[src/rtl/framebuffer_arbiter_if.sv]
// Signal bundle for framebuffer_arbiter: MCU command/pixel path, scanout port and RAM port.
// Optional: define FB_ARB_STATS_EN to add the stall_count signal.
interface framebuffer_arbiter_if #(
   parameter int ADDR_WIDTH  = 17,
   parameter int PIXEL_WIDTH = 12
);
   logic                   cmd_valid;
   logic [7:0]             cmd_data;
   logic                   cmd_ready;
   logic                   pixel_valid;
   logic [PIXEL_WIDTH-1:0] pixel_data;
   logic                   scan_req;
   logic [ADDR_WIDTH-1:0]  scan_addr;
   logic [PIXEL_WIDTH-1:0] scan_data;
   logic                   scan_valid;
   logic                   mem_en;
   logic                   mem_we;
   logic [ADDR_WIDTH-1:0]  mem_addr;
   logic [PIXEL_WIDTH-1:0] mem_wdata;
   logic [PIXEL_WIDTH-1:0] mem_rdata;
   logic                   busy;
   logic                   overflow;
   logic                   cmd_error;
`ifdef FB_ARB_STATS_EN
   logic [15:0]            stall_count;
`endif

   modport slave (
      input  cmd_valid, cmd_data, pixel_valid, pixel_data, scan_req, scan_addr, mem_rdata,
      output cmd_ready, scan_data, scan_valid, mem_en, mem_we, mem_addr, mem_wdata,
             busy, overflow, cmd_error
`ifdef FB_ARB_STATS_EN
      , output stall_count
`endif
   );

   modport master (
      output cmd_valid, cmd_data, pixel_valid, pixel_data, scan_req, scan_addr, mem_rdata,
      input  cmd_ready, scan_data, scan_valid, mem_en, mem_we, mem_addr, mem_wdata,
             busy, overflow, cmd_error
`ifdef FB_ARB_STATS_EN
      , input stall_count
`endif
   );
endinterface

[src/rtl/framebuffer_arbiter.sv]
// Single-port framebuffer RAM arbiter: scanout reads > fill engine > buffered MCU pixel writes.
// Optional: define FB_ARB_STATS_EN to count cycles where pending writes are held off by scanout.
module framebuffer_arbiter #(
   parameter int ADDR_WIDTH  = 17,
   parameter int PIXEL_WIDTH = 12,
   parameter int FB_PIXELS   = 76800,
   parameter int FIFO_DEPTH  = 4
) (
   input  logic                system_clock,
   input  logic                reset_n,
   framebuffer_arbiter_if.slave bus
);
   localparam int PTR_W = $clog2(FIFO_DEPTH);
   localparam int ENT_W = ADDR_WIDTH + PIXEL_WIDTH;
   localparam logic [ADDR_WIDTH-1:0] LAST_ADDR = ADDR_WIDTH'(FB_PIXELS - 1);
   localparam logic [PTR_W:0]        FULL_CNT  = (PTR_W+1)'(FIFO_DEPTH);

   localparam logic [2:0] S_IDLE    = 3'd0;
   localparam logic [2:0] S_CUR0    = 3'd1;
   localparam logic [2:0] S_CUR1    = 3'd2;
   localparam logic [2:0] S_CUR2    = 3'd3;
   localparam logic [2:0] S_FILL0   = 3'd4;
   localparam logic [2:0] S_FILL1   = 3'd5;
   localparam logic [2:0] S_FILLING = 3'd6;

   logic [2:0]             state_q, state_d;
   logic [7:0]             arg0_q, arg0_d, arg1_q, arg1_d;
   logic [PIXEL_WIDTH-1:0] color_q, color_d;
   logic [ADDR_WIDTH-1:0]  fill_addr_q, fill_addr_d;
   logic [ADDR_WIDTH-1:0]  cursor_q, cursor_d;
   logic [ENT_W-1:0]       fifo_q [FIFO_DEPTH];
   logic [ENT_W-1:0]       fifo_d [FIFO_DEPTH];
   logic [PTR_W-1:0]       wr_ptr_q, wr_ptr_d, rd_ptr_q, rd_ptr_d;
   logic [PTR_W:0]         count_q, count_d;
   logic                   mem_en_q, mem_en_d, mem_we_q, mem_we_d;
   logic [ADDR_WIDTH-1:0]  mem_addr_q, mem_addr_d;
   logic [PIXEL_WIDTH-1:0] mem_wdata_q, mem_wdata_d;
   logic                   scan_valid_q, scan_valid_d;
   logic                   busy_q, busy_d, overflow_q, overflow_d;
   logic                   cmd_error_q, cmd_error_d, cmd_ready_q, cmd_ready_d;

   logic                   filling_s, fifo_empty_s, fifo_full_s;
   logic                   fill_grant_s, deq_s, enq_s, cursor_load_s;
   logic [ADDR_WIDTH-1:0]  cursor_arg_s;

   assign filling_s    = (state_q == S_FILLING);
   assign fifo_empty_s = (count_q == '0);
   assign fifo_full_s  = (count_q == FULL_CNT);
   assign cursor_arg_s = ADDR_WIDTH'({bus.cmd_data, arg1_q, arg0_q});

   // Command parser: cursor load (3 LE address bytes) and fill (2 color bytes).
   always_comb begin
      state_d       = state_q;
      arg0_d        = arg0_q;
      arg1_d        = arg1_q;
      color_d       = color_q;
      fill_addr_d   = fill_addr_q;
      cursor_load_s = 1'b0;
      case (state_q)
         S_IDLE: begin
            if (bus.cmd_valid && (bus.cmd_data == 8'h01)) state_d = S_CUR0;
            else if (bus.cmd_valid && (bus.cmd_data == 8'h02)) state_d = S_FILL0;
            else state_d = S_IDLE;
         end
         S_CUR0: begin
            if (bus.cmd_valid) begin arg0_d = bus.cmd_data; state_d = S_CUR1; end
            else state_d = S_CUR0;
         end
         S_CUR1: begin
            if (bus.cmd_valid) begin arg1_d = bus.cmd_data; state_d = S_CUR2; end
            else state_d = S_CUR1;
         end
         S_CUR2: begin
            if (bus.cmd_valid) begin cursor_load_s = 1'b1; state_d = S_IDLE; end
            else state_d = S_CUR2;
         end
         S_FILL0: begin
            if (bus.cmd_valid) begin arg0_d = bus.cmd_data; state_d = S_FILL1; end
            else state_d = S_FILL0;
         end
         S_FILL1: begin
            if (bus.cmd_valid) begin
               color_d     = PIXEL_WIDTH'({arg0_q, bus.cmd_data[3:0]});
               fill_addr_d = '0;
               state_d     = S_FILLING;
            end else begin
               state_d = S_FILL1;
            end
         end
         S_FILLING: begin
            if (fill_grant_s && (fill_addr_q == LAST_ADDR)) begin
               fill_addr_d = '0;
               state_d     = S_IDLE;
            end else if (fill_grant_s) begin
               fill_addr_d = fill_addr_q + ADDR_WIDTH'(1);
            end else begin
               fill_addr_d = fill_addr_q;
            end
         end
         default: state_d = S_IDLE;
      endcase
   end

   // Port scheduling: scanout always wins, then an active fill, then the FIFO head.
   always_comb begin
      mem_en_d     = 1'b0;
      mem_we_d     = 1'b0;
      mem_addr_d   = '0;
      mem_wdata_d  = '0;
      fill_grant_s = 1'b0;
      deq_s        = 1'b0;
      if (bus.scan_req) begin
         mem_en_d   = 1'b1;
         mem_addr_d = bus.scan_addr;
      end else if (filling_s) begin
         mem_en_d     = 1'b1;
         mem_we_d     = 1'b1;
         mem_addr_d   = fill_addr_q;
         mem_wdata_d  = color_q;
         fill_grant_s = 1'b1;
      end else if (!fifo_empty_s) begin
         mem_en_d    = 1'b1;
         mem_we_d    = 1'b1;
         mem_addr_d  = fifo_q[rd_ptr_q][ENT_W-1 -: ADDR_WIDTH];
         mem_wdata_d = fifo_q[rd_ptr_q][PIXEL_WIDTH-1:0];
         deq_s       = 1'b1;
      end else begin
         mem_en_d = 1'b0;
      end
   end

   // Pixel FIFO and write cursor; a full FIFO still accepts when its head leaves this cycle.
   always_comb begin
      fifo_d   = fifo_q;
      wr_ptr_d = wr_ptr_q;
      rd_ptr_d = rd_ptr_q;
      cursor_d = cursor_q;
      enq_s    = bus.pixel_valid && (!fifo_full_s || deq_s);
      if (enq_s) begin
         fifo_d[wr_ptr_q] = {cursor_q, bus.pixel_data};
         wr_ptr_d         = wr_ptr_q + PTR_W'(1);
      end else begin
         wr_ptr_d = wr_ptr_q;
      end
      if (deq_s) rd_ptr_d = rd_ptr_q + PTR_W'(1);
      else rd_ptr_d = rd_ptr_q;
      count_d = count_q + {{PTR_W{1'b0}}, enq_s} - {{PTR_W{1'b0}}, deq_s};
      if (cursor_load_s) cursor_d = cursor_arg_s;
      else if (enq_s) cursor_d = (cursor_q == LAST_ADDR) ? '0 : cursor_q + ADDR_WIDTH'(1);
      else cursor_d = cursor_q;
   end

   // Status outputs are registered from next-state so they line up with the state they describe.
   always_comb begin
      scan_valid_d = mem_en_q && !mem_we_q;
      overflow_d   = overflow_q || (bus.pixel_valid && !enq_s);
      cmd_error_d  = cmd_error_q || (bus.cmd_valid && filling_s);
      busy_d       = (state_d == S_FILLING) || (count_d != '0);
      cmd_ready_d  = (state_d != S_FILLING);
   end

   // State registers.
   always_ff @(posedge system_clock or negedge reset_n) begin
      if (!reset_n) begin
         state_q      <= S_IDLE;
         arg0_q       <= 8'h00;
         arg1_q       <= 8'h00;
         color_q      <= '0;
         fill_addr_q  <= '0;
         cursor_q     <= '0;
         for (int i = 0; i < FIFO_DEPTH; i++) fifo_q[i] <= '0;
         wr_ptr_q     <= '0;
         rd_ptr_q     <= '0;
         count_q      <= '0;
         mem_en_q     <= 1'b0;
         mem_we_q     <= 1'b0;
         mem_addr_q   <= '0;
         mem_wdata_q  <= '0;
         scan_valid_q <= 1'b0;
         busy_q       <= 1'b0;
         overflow_q   <= 1'b0;
         cmd_error_q  <= 1'b0;
         cmd_ready_q  <= 1'b1;
      end else begin
         state_q      <= state_d;
         arg0_q       <= arg0_d;
         arg1_q       <= arg1_d;
         color_q      <= color_d;
         fill_addr_q  <= fill_addr_d;
         cursor_q     <= cursor_d;
         fifo_q       <= fifo_d;
         wr_ptr_q     <= wr_ptr_d;
         rd_ptr_q     <= rd_ptr_d;
         count_q      <= count_d;
         mem_en_q     <= mem_en_d;
         mem_we_q     <= mem_we_d;
         mem_addr_q   <= mem_addr_d;
         mem_wdata_q  <= mem_wdata_d;
         scan_valid_q <= scan_valid_d;
         busy_q       <= busy_d;
         overflow_q   <= overflow_d;
         cmd_error_q  <= cmd_error_d;
         cmd_ready_q  <= cmd_ready_d;
      end
   end

   assign bus.mem_en     = mem_en_q;
   assign bus.mem_we     = mem_we_q;
   assign bus.mem_addr   = mem_addr_q;
   assign bus.mem_wdata  = mem_wdata_q;
   assign bus.scan_valid = scan_valid_q;
   // RAM data arrives a cycle after the read strobe, so it is forwarded rather than re-registered.
   assign bus.scan_data  = scan_valid_q ? bus.mem_rdata : '0;
   assign bus.busy       = busy_q;
   assign bus.overflow   = overflow_q;
   assign bus.cmd_error  = cmd_error_q;
   assign bus.cmd_ready  = cmd_ready_q;

`ifdef FB_ARB_STATS_EN
   logic [15:0] stall_count_q, stall_count_d;
   logic        stall_s;

   assign stall_s = bus.scan_req && (filling_s || !fifo_empty_s);

   // Saturating count of cycles where a pending write lost the port to scanout.
   always_comb begin
      if (stall_s && (stall_count_q != 16'hFFFF)) stall_count_d = stall_count_q + 16'd1;
      else stall_count_d = stall_count_q;
   end

   // Stall counter register.
   always_ff @(posedge system_clock or negedge reset_n) begin
      if (!reset_n) stall_count_q <= 16'h0000;
      else stall_count_q <= stall_count_d;
   end

   assign bus.stall_count = stall_count_q;
`endif
endmodule

[src/flat_wrapper.sv]
// flat-port wrapper written by rule: the top's interface ports become plain ports
module framebuffer_arbiter_flat 
#(
   parameter int ADDR_WIDTH  = 17,
   parameter int PIXEL_WIDTH = 12,
   parameter int FB_PIXELS   = 76800,
   parameter int FIFO_DEPTH  = 4
)
  (system_clock, reset_n, bus_cmd_valid, bus_cmd_data, bus_pixel_valid, bus_pixel_data, bus_scan_req, bus_scan_addr, bus_mem_rdata, bus_cmd_ready, bus_scan_data, bus_scan_valid, bus_mem_en, bus_mem_we, bus_mem_addr, bus_mem_wdata, bus_busy, bus_overflow, bus_cmd_error);
  framebuffer_arbiter_if #(.ADDR_WIDTH(ADDR_WIDTH), .PIXEL_WIDTH(PIXEL_WIDTH)) bus_i ();
  input  logic system_clock;
  input  logic reset_n;
  input wire logic [$bits(bus_i.cmd_valid)-1:0] bus_cmd_valid;
  input wire logic [$bits(bus_i.cmd_data)-1:0] bus_cmd_data;
  input wire logic [$bits(bus_i.pixel_valid)-1:0] bus_pixel_valid;
  input wire logic [$bits(bus_i.pixel_data)-1:0] bus_pixel_data;
  input wire logic [$bits(bus_i.scan_req)-1:0] bus_scan_req;
  input wire logic [$bits(bus_i.scan_addr)-1:0] bus_scan_addr;
  input wire logic [$bits(bus_i.mem_rdata)-1:0] bus_mem_rdata;
  output wire logic [$bits(bus_i.cmd_ready)-1:0] bus_cmd_ready;
  output wire logic [$bits(bus_i.scan_data)-1:0] bus_scan_data;
  output wire logic [$bits(bus_i.scan_valid)-1:0] bus_scan_valid;
  output wire logic [$bits(bus_i.mem_en)-1:0] bus_mem_en;
  output wire logic [$bits(bus_i.mem_we)-1:0] bus_mem_we;
  output wire logic [$bits(bus_i.mem_addr)-1:0] bus_mem_addr;
  output wire logic [$bits(bus_i.mem_wdata)-1:0] bus_mem_wdata;
  output wire logic [$bits(bus_i.busy)-1:0] bus_busy;
  output wire logic [$bits(bus_i.overflow)-1:0] bus_overflow;
  output wire logic [$bits(bus_i.cmd_error)-1:0] bus_cmd_error;
  assign bus_i.cmd_valid = bus_cmd_valid;
  assign bus_i.cmd_data = bus_cmd_data;
  assign bus_i.pixel_valid = bus_pixel_valid;
  assign bus_i.pixel_data = bus_pixel_data;
  assign bus_i.scan_req = bus_scan_req;
  assign bus_i.scan_addr = bus_scan_addr;
  assign bus_i.mem_rdata = bus_mem_rdata;
  assign bus_cmd_ready = bus_i.cmd_ready;
  assign bus_scan_data = bus_i.scan_data;
  assign bus_scan_valid = bus_i.scan_valid;
  assign bus_mem_en = bus_i.mem_en;
  assign bus_mem_we = bus_i.mem_we;
  assign bus_mem_addr = bus_i.mem_addr;
  assign bus_mem_wdata = bus_i.mem_wdata;
  assign bus_busy = bus_i.busy;
  assign bus_overflow = bus_i.overflow;
  assign bus_cmd_error = bus_i.cmd_error;
  framebuffer_arbiter #(.ADDR_WIDTH(ADDR_WIDTH), .PIXEL_WIDTH(PIXEL_WIDTH), .FB_PIXELS(FB_PIXELS), .FIFO_DEPTH(FIFO_DEPTH)) u_core (.system_clock(system_clock), .reset_n(reset_n), .bus(bus_i));
endmodule
[config.mk]
export PLATFORM = sky130hd
export DESIGN_NAME = framebuffer_arbiter_flat
export DESIGN_NICKNAME = d
export VERILOG_FILES = /design/src/rtl/framebuffer_arbiter_if.sv /design/src/rtl/framebuffer_arbiter.sv /design/src/flat_wrapper.sv
export SDC_FILE = /design/constraint.sdc
export NUM_CORES = 1
export LEC_CHECK = 0
export ABC_AREA = 1
export CORE_MARGIN = 2
export CORE_UTILIZATION = 40
export DETAILED_ROUTE_END_ITERATION = 10
export GPL_ROUTABILITY_DRIVEN = 0
export SLEW_MARGIN = 5
export SYNTH_ARGS = -nofsm -noshare
export SYNTH_HDL_FRONTEND = slang
export SYNTH_SLANG_ARGS = --single-unit
export TNS_END_PERCENT = 1
[constraint.sdc]
create_clock -name system_clock -period 4.4 [get_ports system_clock]
set_input_delay 0.88 -clock system_clock [delete_from_list [all_inputs] [get_ports system_clock]]
set_output_delay 0.88 -clock system_clock [all_outputs]
set_load 0.005 [all_outputs]
==> results.txt <==
* Largest voltage drop on the vdd net: 338 uV
- The die covers 0.0276 mm2.
- Synthesized area per cell: 8.28 um2
* Leak pwr: 5.85 nW
- Number of max-slew violations in the final report: 0
- Hold repair after CTS inserted 0 buffers.
* Total placed instance area: 0.0117 mm2
* Remaining antenna violation count: 0
* Clock edge transition at the registers on the reported setup and hold paths: 60 ps
- Aggregate global routing overflow: 0
- Final core area utilization: 48.1%
* Number of endpoints failing setup at the final stage: 0
* Share of layout cells above drive strength 1: 5.22%
- Clock buffer depth: 3
- The HPWL after detailed placement is 17500 um.
- Result of the run: complete, no violations
- Maximum number of pins on one net before global-route repair: 101
- Sequential fraction of the synthesis area: 53.4%
- Global Route Usage Sum: 19.7%
- Setup repair after global routing missed its margin: no
- Critical Path End Type: register
- Synth async-reset ratio: 100%
- In this run the power density over the cells is 660 mW/mm2.
- Final Hold Slack: 406 ps
- The clock arrives with 10.5 ps of skew.
- Drt first-iter violations: 698
* Min Clock Period, post-route: 2900 ps
- Initial antenna violation count: 0
* Worst path setup slack after routing: 1500 ps
- At the placement stage, the worst setup path has a slack of 983 ps.
* Syn. warnings: 0
* Detail-routed via count per cell: 5.08
- Total routed wirelength: 27000 um
- Worst slew margin: 41.0%
- In the routed design, unresolved DRC markers number 0.
- Post-route cell area: 0.0125 mm2
- Static timing analysis puts the maximum clock frequency at 0.345 GHz.
- Placed Cells incl. Taps: 1654
* Core outline area: 0.0259 mm2
- Transition time at the pin with the least slew margin: 879 ps
- In the final routed layout, each cell accounts on average for 15.9 um.
- The first detailed-routing pass took 5 iterations.
- For this run, the leading register cell type out of synthesis is sky130_fd_sc_hd__dfrtp_1.
- Number of nets produced by synthesis: 1330
* Fin nets: 1410
- Die span in y: 166 um
- The tightest min-delay check is of the input port to asynchronous set/reset pin type.
* Final hold violation count: 0
- 102 I/O pins were placed.
- Number of core rows: 59
* Number of buffers added by the clock tree synthesis step: 26
- For this block, the via count after detailed routing is 8616.
- Total of cells resized after clock tree synthesis: 0
- Maximum level of the CTS H-tree: 1
- After clock tree synthesis, the setup repair step added 0 buffers.
- Data on the critical path arrives at its endpoint at 3300 ps.
* Crit path kind: input port to register
- In the synthesized netlist, the number of instances is 1267.
- EDFF count, synth: 0
- Data required time at the worst endpoint: 4800 ps
* Effective utilization at floorplan: 40.5%
- Layout overhead on the synthesized area: 18.8%
* Buffers added on ports: 101
* Die span in x: 166 um
- In the finished design, the share of the clock period the worst path needs comes to 65.9%.
- In this run the clock root is driven by a sky130_fd_sc_hd__clkbuf_16.
- The via count of the first global-routing pass came to 8233.
- First-pass GRT wire length: 44300 um
- After the flow finishes, the layout carries non-filler instances totaling 1696.
* Setup TNS: 0 ps
- Number of violations of the max-capacitance limit: 0
* Design Power: 8.24 mW
- Counting every sink on the clock net gives 224.
* Count of distinct cell types in the synthesized netlist: 37
- Worst skew pair latency: 520 ps
- Number of antenna repair diodes: 0
* Total of flip-flops plus latches after synthesis: 224
* CTS tree: yes
* Worst-path fanout max: 20
* Area of the mapped netlist: 0.0105 mm2
* Category of the worst setup path launch point: input port
metal layers:
layer  track usage (%)  wire [um]
met5                 0          0
met4              4.54        535
met3              2.88       1180
met2              30.9      12100
met1              29.0      13200
state kept, by name, indices dropped and copies added (netlist names):
register / count
u_core.bus.cmd_ready: 1
u_core.fill_addr_q: 17
u_core.cursor_q: 17
u_core.bus.busy: 1
u_core.bus.mem_en: 1
u_core.bus.mem_wdata: 12
u_core.state_q: 3
u_core.bus.overflow: 1
u_core.color_q: 12
u_core.bus.scan_valid: 1
u_core.rd_ptr_q: 2
u_core.fifo_q: 116
u_core.bus.cmd_error: 1
u_core.arg0_q: 8
u_core.bus.mem_we: 1
u_core.arg1_q: 8
u_core.count_q: 3
u_core.bus.mem_addr: 17
u_core.wr_ptr_q: 2
synthesized netlist by cell type (2+ instances only):
library cell / n / area share, %
sky130_fd_sc_hd__buf_4: 3 / 0.21
sky130_fd_sc_hd__o21ai_0: 169 / 8.1
sky130_fd_sc_hd__mux2_2: 4 / 0.43
sky130_fd_sc_hd__nand3_4: 2 / 0.33
sky130_fd_sc_hd__nor2_1: 89 / 3.2
sky130_fd_sc_hd__ha_1: 8 / 0.95
sky130_fd_sc_hd__nor4_1: 2 / 0.12
sky130_fd_sc_hd__a21oi_1: 2 / 0.095
sky130_fd_sc_hd__clkbuf_2: 3 / 0.14
sky130_fd_sc_hd__xor2_1: 11 / 0.92
sky130_fd_sc_hd__buf_8: 3 / 0.43
sky130_fd_sc_hd__inv_2: 2 / 0.072
sky130_fd_sc_hd__a22o_1: 12 / 1.0
sky130_fd_sc_hd__o22ai_1: 12 / 0.72
sky130_fd_sc_hd__o21ai_2: 3 / 0.25
sky130_fd_sc_hd__o21bai_1: 2 / 0.14
sky130_fd_sc_hd__o211ai_1: 15 / 1.1
sky130_fd_sc_hd__nand3_1: 100 / 4.8
sky130_fd_sc_hd__buf_6: 8 / 0.86
sky130_fd_sc_hd__clkbuf_1: 31 / 1.1
sky130_fd_sc_hd__buf_2: 14 / 0.67
sky130_fd_sc_hd__inv_1: 107 / 3.8
sky130_fd_sc_hd__dfrtp_1: 223 / 53
sky130_fd_sc_hd__nand2_2: 2 / 0.12
sky130_fd_sc_hd__nor3_1: 6 / 0.29
sky130_fd_sc_hd__nand2_1: 389 / 14
sky130_fd_sc_hd__nand3b_1: 3 / 0.21
sky130_fd_sc_hd__nand2_4: 5 / 0.54
sky130_fd_sc_hd__nand4_1: 19 / 1.1
sky130_fd_sc_hd__o21ai_1: 11 / 0.52
worst paths after layout:
check                      slack [ps]                           endpoint                   startpoint  cells past startpoint
min in group system_clock         410    u_core.bus.scan_valid$_DFF_PN0_  u_core.bus.mem_we$_DFF_PN0_                      1
max reg2reg                      1960  u_core.fill_addr_q[3]$_DFFE_PN0P_  u_core.state_q[0]$_DFF_PN0_                     10
min                               410      u_core.fifo_q[10]$_DFFE_PN0P_                      reset_n                      1
min reg2reg                       410    u_core.bus.scan_valid$_DFF_PN0_  u_core.bus.mem_we$_DFF_PN0_                      1
max                              1500          u_core.bus.busy$_DFF_PN0_                 bus_scan_req                     12
max in group asynchronous        3000     u_core.cursor_q[1]$_DFFE_PN0P_                      reset_n                      2
kinds of logic after synthesis:
logic type | after synthesis | synth area share (%)
fa+ha+maj | 9 | 1.14
simple gates | 620 | 24.8
flops | 224 | 53.4
compound gates | 226 | 11.9
mux | 4 | 0.429
xor+xnor | 12 | 1.00
buf+inv | 172 | 7.35
report_power, final:
group / leakage, nW / internal, mW / total, mW / switching [mW]
Combinational: 2.59 / 1.11 / 2.82 / 1.71
Sequential: 2.87 / 2.89 / 3.41 / 0.518
Clock: 0.389 / 1.19 / 2.01 / 0.812
critical path, cell delays in order:
cell and delay, ps:
sky130_fd_sc_hd__clkdlybuf4s50_1 460, sky130_fd_sc_hd__buf_4 240, sky130_fd_sc_hd__inv_1 180, sky130_fd_sc_hd__nand2_4 120
sky130_fd_sc_hd__nand3_4 80, sky130_fd_sc_hd__nand2_4 130, sky130_fd_sc_hd__inv_2 150, sky130_fd_sc_hd__ha_1 260
sky130_fd_sc_hd__fa_1 390, sky130_fd_sc_hd__xor2_1 180, sky130_fd_sc_hd__nor3_1 160, sky130_fd_sc_hd__nand2_1 60
cells in the final DEF (no fill, tap or decap), types with 2 or more instances in the layout:
cell type                         count
sky130_fd_sc_hd__nand2_1            389
sky130_fd_sc_hd__dfrtp_1            223
sky130_fd_sc_hd__o21ai_0            169
sky130_fd_sc_hd__inv_1              107
sky130_fd_sc_hd__nand3_1            100
sky130_fd_sc_hd__clkdlybuf4s50_1    100
sky130_fd_sc_hd__nor2_1              88
sky130_fd_sc_hd__clkbuf_16           27
sky130_fd_sc_hd__nand4_1             19
sky130_fd_sc_hd__o211ai_1            15
sky130_fd_sc_hd__o22ai_1             12
sky130_fd_sc_hd__a22o_1              12
sky130_fd_sc_hd__buf_4               12
sky130_fd_sc_hd__o21ai_1             11
sky130_fd_sc_hd__xor2_1              11
sky130_fd_sc_hd__ha_1                 8
sky130_fd_sc_hd__clkbuf_1             7
sky130_fd_sc_hd__nor3_1               6
sky130_fd_sc_hd__nand2_4              5
sky130_fd_sc_hd__clkbuf_8             5
sky130_fd_sc_hd__mux2_2               4
sky130_fd_sc_hd__o21ai_2              3
sky130_fd_sc_hd__nand3b_1             3
sky130_fd_sc_hd__o21bai_1             2
sky130_fd_sc_hd__a21oi_1              2
sky130_fd_sc_hd__nor2_2               2
sky130_fd_sc_hd__inv_2                2
sky130_fd_sc_hd__nand2_2              2
sky130_fd_sc_hd__nor4_1               2
sky130_fd_sc_hd__nand3_4              2
sky130_fd_sc_hd__clkinv_2             2
layout make-up:
cell class / instances / area [um2]
fillers: 2566 / 13400
flip-flops and latches: 224 / 5610
multi-input cells: 871 / 4120
repair buffers: 114 / 1130
clock buffers: 39 / 771
well taps: 335 / 419
inverters: 110 / 413
clock inverters: 3 / 18.8
No activity file was read; power rests on OpenSTA's default activity.
